<file path="src/rtl/softshell_mbox.sv">
// Wishbone mailbox: a mgmt->core "down" FIFO, a core->mgmt "up" FIFO, sticky
// OVF/UNF flags and a registered level interrupt in a 16-byte window.

module mbox_fifo #(
  parameter int DEPTH = 8,
  parameter int W     = 32
) (
  input  logic                       clk,
  input  logic                       rst,
  input  logic                       push,
  input  logic [W-1:0]               din,
  input  logic                       pop,
  output logic [W-1:0]               dout,
  output logic [$clog2(DEPTH):0]     count,
  output logic                       full,
  output logic                       empty
);
  localparam int AW = $clog2(DEPTH);
  localparam int CW = AW + 1;

  logic [W-1:0]  mem [DEPTH];
  logic [AW-1:0] wr_ptr, rd_ptr;

  // Callers gate push/pop with full/empty, so no guarding here.
  always_ff @(posedge clk) begin
    if (push) mem[wr_ptr] <= din;
  end

  always_ff @(posedge clk) begin
    if (rst) begin
      wr_ptr <= '0;
      rd_ptr <= '0;
      count  <= '0;
    end else begin
      if (push) wr_ptr <= wr_ptr + 1'b1;
      if (pop)  rd_ptr <= rd_ptr + 1'b1;
      case ({push, pop})
        2'b10:   count <= count + 1'b1;
        2'b01:   count <= count - 1'b1;
        default: count <= count;
      endcase
    end
  end

  assign dout  = mem[rd_ptr];
  assign full  = (count == CW'(DEPTH));
  assign empty = (count == '0);
endmodule

module softshell_mbox #(
  parameter int          DEPTH    = 8,
  parameter logic [31:0] BASE_ADR = 32'h3000_0000
) (
  input  logic        wb_clk_i,
  input  logic        wb_rst_i,
  input  logic        wbs_cyc_i,
  input  logic        wbs_stb_i,
  input  logic        wbs_we_i,
  input  logic [3:0]  wbs_sel_i,
  input  logic [31:0] wbs_adr_i,
  input  logic [31:0] wbs_dat_i,
  output logic        wbs_ack_o,
  output logic [31:0] wbs_dat_o,
  output logic        core_rx_valid,
  output logic [31:0] core_rx_data,
  input  logic        core_rx_ready,
  input  logic        core_tx_valid,
  input  logic [31:0] core_tx_data,
  output logic        core_tx_ready,
  output logic        irq
);
  localparam int NUM_LANES = 4;
  localparam int CW        = $clog2(DEPTH) + 1;

  typedef enum logic [1:0] {
    R_TXDATA = 2'd0,
    R_RXDATA = 2'd1,
    R_STATUS = 2'd2,
    R_IRQEN  = 2'd3
  } reg_e;

  typedef struct packed {
    logic        hit;
    logic        we;
    reg_e        rsel;
    logic [31:0] dat;
  } wb_req_t;

  wb_req_t req;
  logic [NUM_LANES-1:0][7:0] wdata_m;

  logic          dn_push, dn_pop, dn_full, dn_empty;
  logic          up_push, up_pop, up_full, up_empty;
  logic [31:0]   dn_head, up_head;
  logic [CW-1:0] dn_cnt, up_cnt;
  logic          ovf, unf;
  logic [1:0]    irq_en;
  logic [31:0]   status, rdata;
  logic          wr_tx, rd_rx, wr_st, wr_ie;
  logic          unused;

  // The ack term keeps a held strobe from being taken twice.
  assign req.hit  = wbs_cyc_i & wbs_stb_i & ~wbs_ack_o &
                    (wbs_adr_i[31:4] == BASE_ADR[31:4]);
  assign req.we   = wbs_we_i;
  assign req.rsel = reg_e'(wbs_adr_i[3:2]);
  assign req.dat  = wbs_dat_i;
  assign unused   = &{1'b0, wbs_adr_i[1:0]};

  for (genvar i = 0; i < NUM_LANES; i++) begin : g_lane
    assign wdata_m[i] = wbs_sel_i[i] ? req.dat[i*8 +: 8] : 8'h00;
  end

  assign wr_tx = req.hit &  req.we & (req.rsel == R_TXDATA);
  assign rd_rx = req.hit & ~req.we & (req.rsel == R_RXDATA);
  assign wr_st = req.hit &  req.we & (req.rsel == R_STATUS) & wbs_sel_i[0];
  assign wr_ie = req.hit &  req.we & (req.rsel == R_IRQEN)  & wbs_sel_i[0];

  // Full/empty come from the registered count, so a same-cycle opposite
  // operation never rescues an overflowing push or underflowing pop.
  assign dn_push = wr_tx & ~dn_full;
  assign dn_pop  = ~dn_empty & core_rx_ready;
  assign up_push = core_tx_valid & ~up_full;
  assign up_pop  = rd_rx & ~up_empty;

  mbox_fifo #(.DEPTH(DEPTH), .W(32)) u_dn (
    .clk   (wb_clk_i),
    .rst   (wb_rst_i),
    .push  (dn_push),
    .din   (wdata_m),
    .pop   (dn_pop),
    .dout  (dn_head),
    .count (dn_cnt),
    .full  (dn_full),
    .empty (dn_empty)
  );

  mbox_fifo #(.DEPTH(DEPTH), .W(32)) u_up (
    .clk   (wb_clk_i),
    .rst   (wb_rst_i),
    .push  (up_push),
    .din   (core_tx_data),
    .pop   (up_pop),
    .dout  (up_head),
    .count (up_cnt),
    .full  (up_full),
    .empty (up_empty)
  );

  assign core_rx_valid = ~dn_empty;
  assign core_rx_data  = dn_head;
  assign core_tx_ready = ~up_full;

  assign status = {8'h00, 8'(up_cnt), 8'(dn_cnt), 2'b00, unf, ovf,
                   up_empty, up_full, dn_empty, dn_full};

  always_comb begin
    rdata = '0;
    case (req.rsel)
      R_RXDATA: rdata = up_empty ? 32'h0 : up_head;
      R_STATUS: rdata = status;
      R_IRQEN:  rdata = {30'h0, irq_en};
      default:  rdata = '0;
    endcase
  end

  always_ff @(posedge wb_clk_i) begin
    if (wb_rst_i) begin
      wbs_ack_o <= 1'b0;
      wbs_dat_o <= '0;
    end else begin
      wbs_ack_o <= req.hit;
      wbs_dat_o <= (req.hit & ~req.we) ? rdata : 32'h0;
    end
  end

  always_ff @(posedge wb_clk_i) begin
    if (wb_rst_i) begin
      ovf    <= 1'b0;
      unf    <= 1'b0;
      irq_en <= 2'b00;
    end else begin
      if (wr_tx & dn_full)              ovf <= 1'b1;
      else if (wr_st & wbs_dat_i[4])    ovf <= 1'b0;
      if (rd_rx & up_empty)             unf <= 1'b1;
      else if (wr_st & wbs_dat_i[5])    unf <= 1'b0;
      if (wr_ie)                        irq_en <= wbs_dat_i[1:0];
    end
  end

  always_ff @(posedge wb_clk_i) begin
    if (wb_rst_i) irq <= 1'b0;
    else          irq <= (irq_en[0] & ~up_empty) | (irq_en[1] & dn_empty);
  end
endmodule
</file>
<file path="config.mk">
export PLATFORM = sky130hd
export DESIGN_NAME = softshell_mbox
export DESIGN_NICKNAME = d
export VERILOG_FILES = /design/src/rtl/softshell_mbox.sv
export SDC_FILE = /design/constraint.sdc
export NUM_CORES = 1
export LEC_CHECK = 0
export BUFFER_PORTS_ARGS = -buffer_cell sky130_fd_sc_hd__buf_2
export CAP_MARGIN = 20
export CORE_UTILIZATION = 45
export DETAILED_ROUTE_END_ITERATION = 16
export PLACE_DENSITY = 0.63
export SLEW_MARGIN = 20
export SYNTH_ARGS = -nofsm -noshare
export SYNTH_HDL_FRONTEND = slang
export SYNTH_SLANG_ARGS = --single-unit
</file>
<file path="constraint.sdc">
create_clock -name wb_clk_i -period 4.57 [get_ports wb_clk_i]
set_input_delay 0.2285 -clock wb_clk_i [delete_from_list [all_inputs] [get_ports wb_clk_i]]
set_output_delay 0.2285 -clock wb_clk_i [all_outputs]
set_load 0.01 [all_outputs]
</file>
## Word level (Yosys, flattened, before mapping)

Memory sizes are Yosys's and may differ from the RTL's. A register that Yosys moved wholly into a read port is not among the register bits.
Index checks and enable logic that the tools add are counted.

- Register bits: 58
- Latch bits: 0
- Bits in writable memories: 512
- Memory bits (read-only): 0
- Bits of input ports: 107
- Output and inout port bits: 68
- Logic and storage cells: 89
- Memories kept: 2

- Add/sub/neg operators: 8
- $mul: 0
- Divide/modulo/power cells: 0
- Order comparisons: 0
- Eq/ne operators: 10
- Shifts and indexed selects: 0
- Muxes and demuxes: 20
- Bitwise logic cells: 29
- Reduce and logical (&&, ||, !) cells: 8

Memories:

| memory | depth | width | read ports | clocked after memory_dff | write ports | RTL line | source |
|---|---|---|---|---|---|---|---|
| u_dn.mem | 8 | 32 | 1 | 1 | 1 | 21 | `logic [W-1:0] mem [DEPTH];` |
| u_up.mem | 8 | 32 | 1 | 1 | 1 | 21 |  |

Operators with widths:

| operator | number |
|---|---|
| $pmux 32 s3 | 1 |
| $mux 32 | 1 |
| $mux 8 | 4 |
| $eq 28x26->1 const B | 1 |
| $and 1x1->1 | 21 |
| $pmux 4 s2 | 2 |
| $add 3x1->3 const B | 4 |
| $mux 3 | 4 |
| $add 4x1->4 const B | 2 |
| $eq 2x2->1 const B | 4 |
| $eq 4x4->1 const B | 2 |
| $logic_not 4->1 | 2 |
| $mux 1 | 8 |
| $reduce_bool 2->1 | 4 |
| $sub 4x1->4 const B | 2 |
| $not 1->1 | 7 |
| $eq 2x1->1 const B | 3 |
| $logic_not 2->1 | 1 |
| $reduce_or 2->1 | 1 |
| $or 1x1->1 | 1 |

## Depth between registers and ports, before layout

Gate-level depths: netlist (run 1).

- Word-level depth: 9
- Gate-level depth with buffers: 13
- Gate-level depth less buffers: 11

## Modules after synthesis

A second synthesis (run 1) with hierarchy kept.

- Cells, all modules: 1053
- Area, all modules: 22389.0 µm²

By module, submodules not included:

| module | instances | cells an instance | area an instance (µm²) |
|---|---|---|---|
| mbox_fifo | 2 | 442 | 10397.5 |
| softshell_mbox | 1 | 169 | 1594.0 |

## Least setup slack after synthesis (run 1)

No wires, ideal clock.

- Path kind: flip-flop to flip-flop
- Start: register u_up.count[1]
- End: memory u_up.mem[0][0], enable pin
- Library setup time: 461 ps
- Data arrival time: 3502 ps
- Data required time: 4109 ps
- Setup slack: 606 ps
- Stages on the path, launching flop included: 7
- Path buffers: 2
- Clock period less this slack: 3964 ps
- Cells stage by stage: dfxtp_1 -> buf_2 -> or4b_1 -> clkbuf_1 -> nand2_1 -> or2_2 -> nor3_1

- Word-level cells in the longest chain between the ends: 5

RTL lines:

| what | RTL line | source |
|---|---|---|
| from (decl) | 14 | `output logic [$clog2(DEPTH):0] count,` |
| from (signal assigned) | 38 | `2'b10: count <= count + 1'b1;` |
| from (signal assigned) | 39 | `2'b01: count <= count - 1'b1;` |
| from (signal assigned) | 40 | `default: count <= count;` |
| $eq 4x4->1 | 46 | `assign full = (count == CW'(DEPTH));` |
| $not 1->1 | - |  |
| via core_tx_ready | 69 | `output logic core_tx_ready,` |
| $and 1x1->1 | 123 | `assign up_push = core_tx_valid & ~up_full;` |
| $mux 1 | 26 | `if (push) mem[wr_ptr] <= din;` |
| $mux 1 (implied by the code) | 26 |  |
| to (decl) | 21 |  |

The timed path passes the listed nets, and every way through them passes these cells.

==> results.json, run 1 <==
{
  "worstPathRequired_ns": 4.34,
  "worst_slew_pin_slew_ns": 1.082,
  "grt_use_total": 0.1829,
  "final_cell_area_mm2": 0.02615,
  "swShare": 0.1940,
  "ctsResizeCount": 0,
  "worstSkewPairLatency_ns": 0.61,
  "num_io_pins": 175,
  "power_density_mw_per_mm2": 416.2,
  "vdd_drop_max_uv": 290.8,
  "first_pass_iters": 6,
  "syn_nets": 1208,
  "ys_async_sr_fraction": 0,
  "cp_top_family": "multiplexers",
  "switchingPower_mw": 2.111,
  "numCtsBuffers": 58,
  "grt_setup_unrepaired": "no",
  "area_growth_pct": 18.17,
  "synth_cell_types": 54,
  "skew_ns": 0.02307,
  "cts.sinks": 576,
  "yosys.area_share.xor_xnor": 0.003562,
  "layout-drive-gt1-share": 0.3510,
  "avgSynthCellArea_um2": 20.28,
  "crit_path_end_kind": "primary output",
  "final_cell_mix": "edfxtp_1 (512), buf_2 (172), mux4_2 (128)",
  "mostFrequentLayoutCell": "edfxtp_1",
  "syn-cell-area_mm2": 0.02213,
  "clockBufferDepth": 3,
  "routed-via-count": 10890,
  "grt.overflow.total": 0,
  "setup_slack_ns": 1.497,
  "r2r_start": "wbs_ack_o$_SDFF_PP0_",
  "coreArea_mm2": 0.04815,
  "dp_slack_ns": 1.369,
  "drcViolationCount": 0,
  "synth_ff_type": "edfxtp_1",
  "seq_area_mm2": 0.01667,
  "start_util": 0.4596,
  "maxSlewViolCount": 0,
  "period_share": 0.6723,
  "synth_mux_area_frac": 0.1523,
  "antenna_found_initial": 1,
  "cp.arrival_ns": 2.84,
  "pwr-share-comb": 0.024,
  "holdWs_ns": 0.06663,
  "relSlewSlack": 0.2787,
  "slowest_delay_ns": 0.78,
  "yosysSeqAreaShare": 0.7526,
  "p_leak_nw": 8.376,
  "cts_tree": "done",
  "routedWlPerCell_um": 22.13,
  "crit_type": "flop to primary output",
  "min_to": "unf$_SDFFE_PP0P_",
  "grt_pass1_wl_um": 67960,
  "timing.rr.end": "u_dn.mem[2][22]$_DFFE_PP_",
  "gp_congestion": 0.7557,
  "die_area_mm2": 0.05007,
  "fmax_mhz": 325.5,
  "die_width_um": 223.8,
  "synth_top_family_by_area": "multiplexers",
  "wl_um": 44990,
  "seqPwrFrac": 0.532,
  "placedInstanceArea_mm2": 0.02381,
  "start_kind": "flop",
  "die_y_um": 223.8,
  "setup_viol": 0,
  "min_path_cells": 4,
  "power.internal_mw": 8.772,
  "worst-r2r-cell-count": 5,
  "path_clk_slew_ns": 0.06,
  "vias_per_cell": 5.356,
  "grt_max_degree": 65,
  "dp.final_hpwl_um": 25520,
  "cp_cell_sequence": "buf_4, mux4_2, mux2_2, buf_2",
  "htreeDepth": 2,
  "portBuffers": 172,
  "ys_ff_latch": 576,
  "hold_start": "wbs_we_i",
  "rrSetupSlack_ns": 1.53,
  "cp_num_buf_inv": 2,
  "grt_pass1_vias": 11370,
  "drv_cap": 0,
  "synthAdderAreaFrac": 0.005654,
  "drt_iter0_drc": 907,
  "fin_nets": 1445,
  "run_status": "complete, no violations",
  "synth-edff-count": 512,
  "fin_tns_setup_ns": 0,
  "rows": 80,
  "drtAntennaViolNets": 0,
  "synth_warnings": 0,
  "path_max_fanout": 32,
  "hold_path_class": "primary input to flop",
  "hold_viol_final": 0,
  "n_fill_cell": 3724,
  "multi_input_comb_area_mm2": 0.005281,
  "synth_cells": 1091,
  "p_clk_frac": 0.444,
  "root_buffer": "clkbuf_16",
  "cp_slowest_cell": "dfxtp_4",
  "synth_compound_area_frac": 0.01736,
  "synth-simple-area-share": 0.05682,
  "min_period_ns": 3.073,
  "postCtsSetupRepairBufs": 0
}
## area by class of cell
class | instances | share of cell area
flip-flops and latches | 576 | 0.6374
multi-input cells | 458 | 0.2020
clock buffers | 75 | 0.06067
repair buffers | 230 | 0.05368
well taps | 656 | 0.03139
clock inverters | 33 | 0.01426
inverters | 4 | 0.0005742
diodes | 1 | 0.00009569
## state kept, by name, indices dropped and copies added, names as in the netlist, named ones only
| register | flops |
|---|---|
| irq | 1 |
| irq_en | 2 |
| ovf | 1 |
| u_dn.count | 4 |
| u_dn.mem | 256 |
| u_dn.rd_ptr | 3 |
| u_dn.wr_ptr | 3 |
| u_up.count | 4 |
| u_up.mem | 256 |
| u_up.rd_ptr | 3 |
| u_up.wr_ptr | 3 |
| unf | 1 |
| wbs_ack_o | 1 |
| wbs_dat_o | 32 |
## power groups by stage
stage	Clock (mW)	Combinational, mW	Sequential (mW)
detailed placement	0	0.238	5.90
floorplan	0	0.111	5.90
finish	4.83	0.261	5.79
global placement	0	0.228	5.90
global route	5.14	0.287	5.79
CTS	4.94	0.265	5.79
## cells by family (layout without fill, tap and decap cells)
| family | after synthesis | in the layout |
|---|---|---|
| XOR/XNOR | 9 | 9 |
| flip-flops | 576 | 576 |
| adder cells (fa/ha/maj) | 10 | 10 |
| AO/OA/AOI/OAI | 68 | 68 |
| other | 0 | 1 |
| buffers and inverters | 57 | 342 |
| AND/OR/NAND/NOR | 199 | 199 |
| multiplexers | 172 | 172 |
## worst reg2reg max path, cell delays in order (launching register included)
cell      delay, ns
dfxtp_1        0.33
nor4_4         0.27
nand4_4        0.28
nor4b_4        0.60
and4bb_2       0.84
buf_4          0.39
## cells in the mapped netlist (all sizes together) (2+ instances only)
master / count / area (µm²)
mux4: 128 / 2883
and4: 3 / 27.53
nor4b: 4 / 80.08
and3b: 2 / 17.52
nor4: 7 / 125.1
clkbuf: 27 / 101.4
and4bb: 3 / 37.53
nand2: 60 / 225.2
buf: 26 / 141.4
a21oi: 42 / 210.2
inv: 3 / 11.26
o21ai: 8 / 40.04
or4b: 2 / 23.77
nor2b: 7 / 43.79
nand2b: 14 / 87.58
or4: 3 / 22.52
xor2: 9 / 78.83
and2b: 2 / 15.01
and2: 32 / 200.2
and4b: 3 / 30.03
nor3: 8 / 45.04
a22oi: 15 / 112.6
dfxtp: 64 / 1281
edfxtp: 512 / 15370
ha: 10 / 125.1
mux2: 38 / 427.9
nor2: 26 / 97.59
nand3: 8 / 40.04
nand4: 7 / 80.07
or3: 2 / 12.51
mux2i: 6 / 60.06
## routing by layer
layer / part of all wire / global-route usage / vias to the layer above
li1: - / - / 4908
met2: 0.50 / 0.3066 / 273
met3: 0.049 / 0.03778 / 64
met5: 0 / 0 / -
met1: 0.43 / 0.2417 / 5644
met4: 0.023 / 0.05457 / 0
## how the worst max path moves through the flow
| stage | to | slack [ns] | cells after the start |
|---|---|---|---|
| 2_1_floorplan | u_up.mem[0][0]$_DFFE_PP_ | 0.61 | 6 |
| 3_3_place_gp | u_dn.mem[2][11]$_DFFE_PP_ | 1.39 | 6 |
| 5_1_grt | u_dn.count[2]$_SDFFE_PP0P_ | 1.25 | 11 |
| 4_1_cts | core_rx_data[16] | 1.36 | 4 |
| 6_report | core_rx_data[20] | 1.50 | 4 |
| 3_5_place_dp | u_dn.mem[2][11]$_DFFE_PP_ | 1.37 | 6 |
## per-stage QoR
| step | util | instances | power (mW) |
|---|---|---|---|
| final | 0.5431 | 2033 | 10.88 |
| after global routing | 0.5431 | 2032 | 11.21 |
| after CTS | 0.5430 | 2032 | 10.99 |
| after detailed placement | 0.4944 | 1886 | 6.139 |
| after global placement | 0.4944 | 1886 | 6.125 |
| after floorplan | - | 1091 | 6.009 |
## what timing repair did
action                                  CTS  global route
hold buffers                             38             0
endpoints found under the setup margin    0             0
endpoints found under the hold margin   267             0
(Power assumes the default switching activity.)
==> run 2: changes to the inputs <==
--- a/config.mk
+++ b/config.mk
@@ -5,11 +5,12 @@
 export SDC_FILE = /design/constraint.sdc
 export NUM_CORES = 1
 export LEC_CHECK = 0
+export ABC_AREA = 1
 export BUFFER_PORTS_ARGS = -buffer_cell sky130_fd_sc_hd__buf_2
 export CAP_MARGIN = 20
 export CORE_UTILIZATION = 45
 export DETAILED_ROUTE_END_ITERATION = 16
-export PLACE_DENSITY = 0.63
+export PLACE_DENSITY = 0.65
 export SLEW_MARGIN = 20
 export SYNTH_ARGS = -nofsm -noshare
 export SYNTH_HDL_FRONTEND = slang
==> constraint.sdc (replaced) <==
create_clock -name wb_clk_i -period 2.6 [get_ports wb_clk_i]
set_input_delay 0.13 -clock wb_clk_i [delete_from_list [all_inputs] [get_ports wb_clk_i]]
set_output_delay 0.13 -clock wb_clk_i [all_outputs]
set_load 0.01 [all_outputs]
==> run 2 against run 1 <==
Sequential share of layout area down 2.8 points; flip-flop and latch count unchanged; critical endpoint is now ovf$_SDFFE_PP0P_; sequential power grew 78%; utilization grew 1.2 points.
==> results.json, run 2 <==
{
  "numCtsBuffers": 57,
  "grt.overflow.total": 0,
  "first_pass_iters": 5,
  "cts.sinks": 576,
  "cts_tree": "done",
  "power_density_mw_per_mm2": 784.9,
  "synthAdderAreaFrac": 0.005525,
  "die_y_um": 226.3,
  "cp_top_family": "buffers and inverters",
  "setup_slack_ns": 0.1034,
  "yosysSeqAreaShare": 0.7354,
  "synth_warnings": 0,
  "cp_cell_sequence": "nor2_1, inv_1, nor3_1, nand4_1, dlygate4sd3_1, a21oi_1, dlygate4sd3_1",
  "placedInstanceArea_mm2": 0.02464,
  "grt_use_total": 0.2019,
  "synth_mux_area_frac": 0.006629,
  "clockBufferDepth": 3,
  "finalPower_mw": 21.46,
  "hold_viol_final": 0,
  "worst_slew_pin_slew_ns": 0.8471,
  "grt_max_degree": 129,
  "run_status": "complete, no violations",
  "drtAntennaViolNets": 0,
  "p_leak_nw": 9.453,
  "rrSetupSlack_ns": 0.10,
  "switchingPower_mw": 5.442,
  "yosys.area.top_type": "edfxtp_1",
  "yosys.area.top_type_share": 0.6789,
  "avgSynthCellArea_um2": 12.26,
  "setup_viol": 0,
  "drt_iter0_drc": 1074,
  "mostFrequentLayoutCell": "edfxtp_1",
  "worstSkewPairLatency_ns": 0.61,
  "area_growth_pct": 20.71,
  "min_period_ns": 2.497,
  "fin_nets": 2208,
  "hold_path_class": "primary input to flop",
  "dp.final_hpwl_um": 28260,
  "grt_pass1_vias": 14630,
  "layout-drive-gt1-share": 0.1595,
  "drcViolationCount": 0,
  "syn-cell-area_mm2": 0.02265,
  "path_clk_slew_ns": 0.06,
  "yosys.cell_count.top_type": "edfxtp_1",
  "synth_top_family_by_area": "simple AND/OR/NAND/NOR gates",
  "synth_ff_type": "edfxtp_1",
  "pwr-share-comb": 0.142,
  "vdd_drop_max_uv": 604.6,
  "wl_um": 51510,
  "fmax_mhz": 400.5,
  "path_max_fanout": 6,
  "root_buffer": "clkbuf_16",
  "die_width_um": 226.3,
  "top_regs": "u_dn.mem: 256 flops, u_up.mem: 256 flops, wbs_dat_o: 32 flops",
  "cp.arrival_ns": 3.03,
  "portBuffers": 172,
  "relSlewSlack": 0.4352,
  "ys_async_sr_fraction": 0,
  "multi_input_comb_area_mm2": 0.005403,
  "n_fill_cell": 4070,
  "crit_path_end_kind": "flop",
  "synth_cell_types": 37,
  "cp_slowest_cell": "dlygate4sd3_1",
  "cp_num_buf_inv": 3,
  "num_io_pins": 175,
  "die_area_mm2": 0.05123,
  "crit_type": "flop to flop",
  "seq_area_mm2": 0.01667,
  "skew_ns": 0.02622,
  "rows": 81,
  "synth-edff-count": 512,
  "p_clk_frac": 0.377,
  "antenna_found_initial": 2,
  "seqPwrFrac": 0.482,
  "ys_ff_latch": 576,
  "yosys.area_share.xor_xnor": 0.001934,
  "worstPathRequired_ns": 3.14,
  "slowest_delay_ns": 0.58,
  "holdWs_ns": 0.02700,
  "htreeDepth": 2,
  "yosys-top-cells-area": "edfxtp_1 (68%), nor2_1 (7.9%), dfxtp_1 (5.7%)",
  "gp_congestion": 0.8610,
  "final_cell_area_mm2": 0.02734,
  "dp_slack_ns": 0.1306,
  "synth-simple-area-share": 0.1091,
  "swShare": 0.2536,
  "start_kind": "flop",
  "synth_cells": 1847,
  "vias_per_cell": 5.286,
  "drv_cap": 0,
  "synth_compound_area_frac": 0.1076,
  "coreArea_mm2": 0.04925,
  "final_cell_mix": "edfxtp_1 (512), nor2_1 (469), o21ai_0 (255)",
  "grt_pass1_wl_um": 79740,
  "start_util": 0.4598,
  "cpMostUsedCell": "dlygate4sd3_1",
  "syn_nets": 1964,
  "maxSlewViolCount": 0,
  "synthTopCellsByCount": "edfxtp_1 (512), nor2_1 (477), o21ai_0 (255), nand2_1 (97), inv_1 (78)",
  "routed-via-count": 14820,
  "routedWlPerCell_um": 18.38,
  "power.internal_mw": 16.02,
  "period_share": 0.9602
}
-- run 2: per-layer routing --
metal | routed length [µm] | GRT usage | up-vias
li1 | - | - | 7108
met1 | 21760 | 0.2539 | 7235
met2 | 25930 | 0.3543 | 378
met3 | 2454 | 0.03006 | 94
met4 | 1358 | 0.07084 | 2
met5 | 13 | 0 | -
-- run 2: path summary, 6_finish.rpt --
kind                                    start                   endpoint  cells after the start
setup / recovery   u_dn.count[0]$_SDFFE_PP0P_           ovf$_SDFFE_PP0P_                      7
hold reg to reg   u_dn.rd_ptr[2]$_SDFFE_PP0P_                       flop                      2
hold / removal                   wbs_sel_i[1]  u_dn.mem[3][11]$_DFFE_PP_                      3
setup reg to reg   u_dn.count[0]$_SDFFE_PP0P_           ovf$_SDFFE_PP0P_                      7
-- run 2: cell type report --
class / instances / area share
Clock inverter: 29 / 0.01011
Clock buffer: 77 / 0.05757
Multi-Input combinational cell: 1083 / 0.1976
Inverter: 83 / 0.01158
Antenna cell: 1 / 0.00009153
Tap cell: 664 / 0.03039
Sequential cell: 576 / 0.6098
Timing Repair Buffer: 290 / 0.08284
-- run 2: per-stage QoR --
stage	util	instances	setup TNS [ns]
after floorplan	-	1847	-60.36
after global placement	0.5002	2618	0
after detailed placement	0.5002	2618	0
after CTS	0.5533	2800	-0.2073
after global routing	0.5550	2803	-0.001523
final	0.5550	2803	0
-- run 2: timing repair --
item / 4_1_cts / 5_1_grt
endpoints found under the hold margin: 487 / 0
pin swaps: 0 / 2
cloned: 0 / 1
resized for setup: 2 / 11
hold buffers: 76 / 0
setup buffers: 0 / 1
endpoints found under the setup margin: 15 / 29
-- run 2: power groups by stage --
stage | registers (mW) | logic (mW) | clock network, mW
after floorplan | 10.5 | 1.80 | 0
after global placement | 10.5 | 2.81 | 0
after detailed placement | 10.5 | 2.87 | 0
after CTS | 10.3 | 2.97 | 8.23
after global routing | 10.3 | 3.39 | 8.56
final | 10.3 | 3.04 | 8.08
-- run 2: cell families after synthesis --
family,Yosys count
xor gates and xnor gates,5
and+or+nand+nor,631
DFF,576
buffers and inverters,188
muxes,15
AOI/OAI and AO/OA,422
adders and majority gates,10
-- run 2: worst reg2reg max path: stages (launching register included) --
cell           delay (ns)
dfxtp_1              0.36
nor2_1               0.12
inv_1                0.05
nor3_1               0.44
nand4_1              0.15
dlygate4sd3_1        0.58
a21oi_1              0.15
dlygate4sd3_1        0.57
==> run 3: changes to the inputs <==
--- a/config.mk
+++ b/config.mk
@@ -10,7 +10,8 @@
 export CAP_MARGIN = 20
 export CORE_UTILIZATION = 45
 export DETAILED_ROUTE_END_ITERATION = 16
-export PLACE_DENSITY = 0.65
+export HOLD_SLACK_MARGIN = 0.15
+export PLACE_DENSITY = 0.63
 export SLEW_MARGIN = 20
 export SYNTH_ARGS = -nofsm -noshare
 export SYNTH_HDL_FRONTEND = slang
==> constraint.sdc (replaced) <==
create_clock -name wb_clk_i -period 2.5 [get_ports wb_clk_i]
set_input_delay 0.125 -clock wb_clk_i [delete_from_list [all_inputs] [get_ports wb_clk_i]]
set_output_delay 0.125 -clock wb_clk_i [all_outputs]
set_load 0.01 [all_outputs]
==> run 3 against run 2 <==
Routed wire length is 1.0% higher; non-clock buffer count is 14 higher; design area is 0.96% higher; total power is 5.0% higher; flip-flop and latch count stayed put; sequential share of layout area is 0.59 points lower; count of clock-buffer cells in the layout is 7 lower; highest routed layer unchanged; register-to-register slack better by 0.05 ns; utilization is 0.53 points higher; global-route usage is 0.051 points higher; worst hold slack better by 0.20 ns.
==> results.json, run 3 (synthesis gave the netlist of run 2 again) <==
{
  "run_status": "complete, no violations",
  "p_leak_nw": 9.552,
  "grt_use_total": 0.2024,
  "layout-drive-gt1-share": 0.1712,
  "root_buffer": "clkbuf_16",
  "setup_viol": 0,
  "final_cell_mix": "edfxtp_1 (512), nor2_1 (465), o21ai_0 (253)",
  "grt_pass1_vias": 14820,
  "placedInstanceArea_mm2": 0.02466,
  "numCtsBuffers": 58,
  "die_width_um": 226.3,
  "n_fill_cell": 4109,
  "htreeDepth": 2,
  "dp.final_hpwl_um": 27980,
  "fin_nets": 2223,
  "r2r_start": "wbs_ack_o$_SDFF_PP0_",
  "clockBufferDepth": 3,
  "worst-r2r-cell-count": 16,
  "worstPathRequired_ns": 2.38,
  "grt.overflow.total": 0,
  "cts.sinks": 576,
  "die_y_um": 226.3,
  "top_regs": "u_dn.mem: 256 flops, u_up.mem: 256 flops, wbs_dat_o: 32 flops",
  "cts_tree": "done",
  "vdd_drop_max_uv": 670.2,
  "cp.arrival_ns": 2.24,
  "worst_slew_pin_slew_ns": 0.8046,
  "min_to": "u_up.rd_ptr[2]$_SDFFE_PP0P_",
  "start_kind": "flop",
  "period_share": 0.9453,
  "first_pass_iters": 5,
  "path_max_fanout": 31,
  "area_growth_pct": 21.87,
  "skew_ns": 0.02374,
  "holdWs_ns": 0.2231,
  "timing.rr.end": "u_dn.count[2]$_SDFFE_PP0P_",
  "final_cell_area_mm2": 0.02760,
  "power_density_mw_per_mm2": 816.1,
  "min_period_ns": 2.363,
  "maxSlewViolCount": 0,
  "routedWlPerCell_um": 18.45,
  "finish.utilization": 0.5604,
  "wl_um": 52040,
  "portBuffers": 172,
  "start_util": 0.4598,
  "gp_congestion": 0.8441,
  "fmax_mhz": 423.2,
  "finalPower_mw": 22.53,
  "drtAntennaViolNets": 0,
  "mostFrequentLayoutCell": "edfxtp_1",
  "grt_max_degree": 99,
  "rows": 81,
  "crit_type": "flop to primary output",
  "die_area_mm2": 0.05123,
  "relSlewSlack": 0.4635,
  "grt_pass1_wl_um": 79360,
  "path_clk_slew_ns": 0.06,
  "vias_per_cell": 5.246,
  "hold_start": "wbs_adr_i[23]",
  "crit_path_end_kind": "primary output",
  "grt_setup_unrepaired": "yes",
  "num_io_pins": 175,
  "worstSkewPairLatency_ns": 0.61,
  "routed-via-count": 14800,
  "drcViolationCount": 0,
  "antenna_found_initial": 3,
  "drv_cap": 0,
  "drt_iter0_drc": 923,
  "min_path_cells": 9,
  "hold_path_class": "primary input to flop",
  "coreArea_mm2": 0.04925,
  "rrSetupSlack_ns": 0.15,
  "hold_viol_final": 0
}
## run 3: changes by cell type in the layout (fill, tap and decap cells not counted), sizes merged, moves of 2 or more
cell and delta:
buf +2, clkbuf -5, clkinv +6, clkinvlp +6, dlygate4sd3 +9
## run 3: layout make-up
cell class,count,area (µm²),area share
flip-flops and latches,576,16670,0.6039
multi-input cells,1083,5448,0.1974
repair buffers,304,2452,0.08885
clock buffers,70,1568,0.05680
well taps,664,830.8,0.03010
inverters,83,316.6,0.01147
clock inverters,39,312.8,0.01133
diodes,2,5.005,0.0001813
## run 3: critical path: stages (launching register included)
cell     delay [ns]
dfxtp_4        0.47
buf_16         0.23
buf_6          0.22
nor2_1         0.07
nor2_1         0.07
o21ai_0        0.08
a31oi_1        0.30
buf_2          0.19
## run 3: per-layer routing
layer,up-vias,share of wire,track usage
met5,-,0.00019,0
met4,2,0.022,0.06670
met3,89,0.047,0.03175
met2,331,0.52,0.3712
met1,7240,0.41,0.2411
li1,7136,-,-
## run 3: stage by stage
| step | setup TNS (ns) | cells | worst slack [ns] |
|---|---|---|---|
| 3_3_place_gp | 0 | 2619 | 0.1825 |
| 3_5_place_dp | 0 | 2619 | 0.08094 |
| 6_report | 0 | 2821 | 0.1369 |
| 5_1_grt | -0.1363 | 2821 | -0.05604 |
| 2_1_floorplan | -79.56 | 1847 | -0.4194 |
| 4_1_cts | -0.2137 | 2817 | -0.04638 |
## run 3: report_power, final
part / internal (mW) / switching [mW] / leakage [nW]
registers: 10.6 / 0.119 / 4.93
clock network: 4.87 / 3.59 / 0.910
logic: 1.23 / 2.09 / 3.71
total: 16.7 / 5.80 / 9.55
## run 3: worst max-delay path by stage
stage / endpoint / slack [ns]
2_1_floorplan: u_dn.mem[0][0]$_DFFE_PP_ / -0.42
3_3_place_gp: u_dn.count[2]$_SDFFE_PP0P_ / 0.18
3_5_place_dp: u_dn.count[2]$_SDFFE_PP0P_ / 0.08
4_1_cts: core_rx_data[19] / -0.05
5_1_grt: u_dn.count[2]$_SDFFE_PP0P_ / -0.06
6_report: core_rx_data[0] / 0.14
## run 3: timing repair
| item | CTS | global route |
|---|---|---|
| setup endpoints to repair | 13 | 31 |
| gates cloned | 0 | 3 |
| hold buffers | 89 | 0 |
| pin swaps | 1 | 3 |
| hold endpoints to repair | 550 | 0 |
| setup buffers | 0 | 2 |
| gates resized for setup | 4 | 26 |
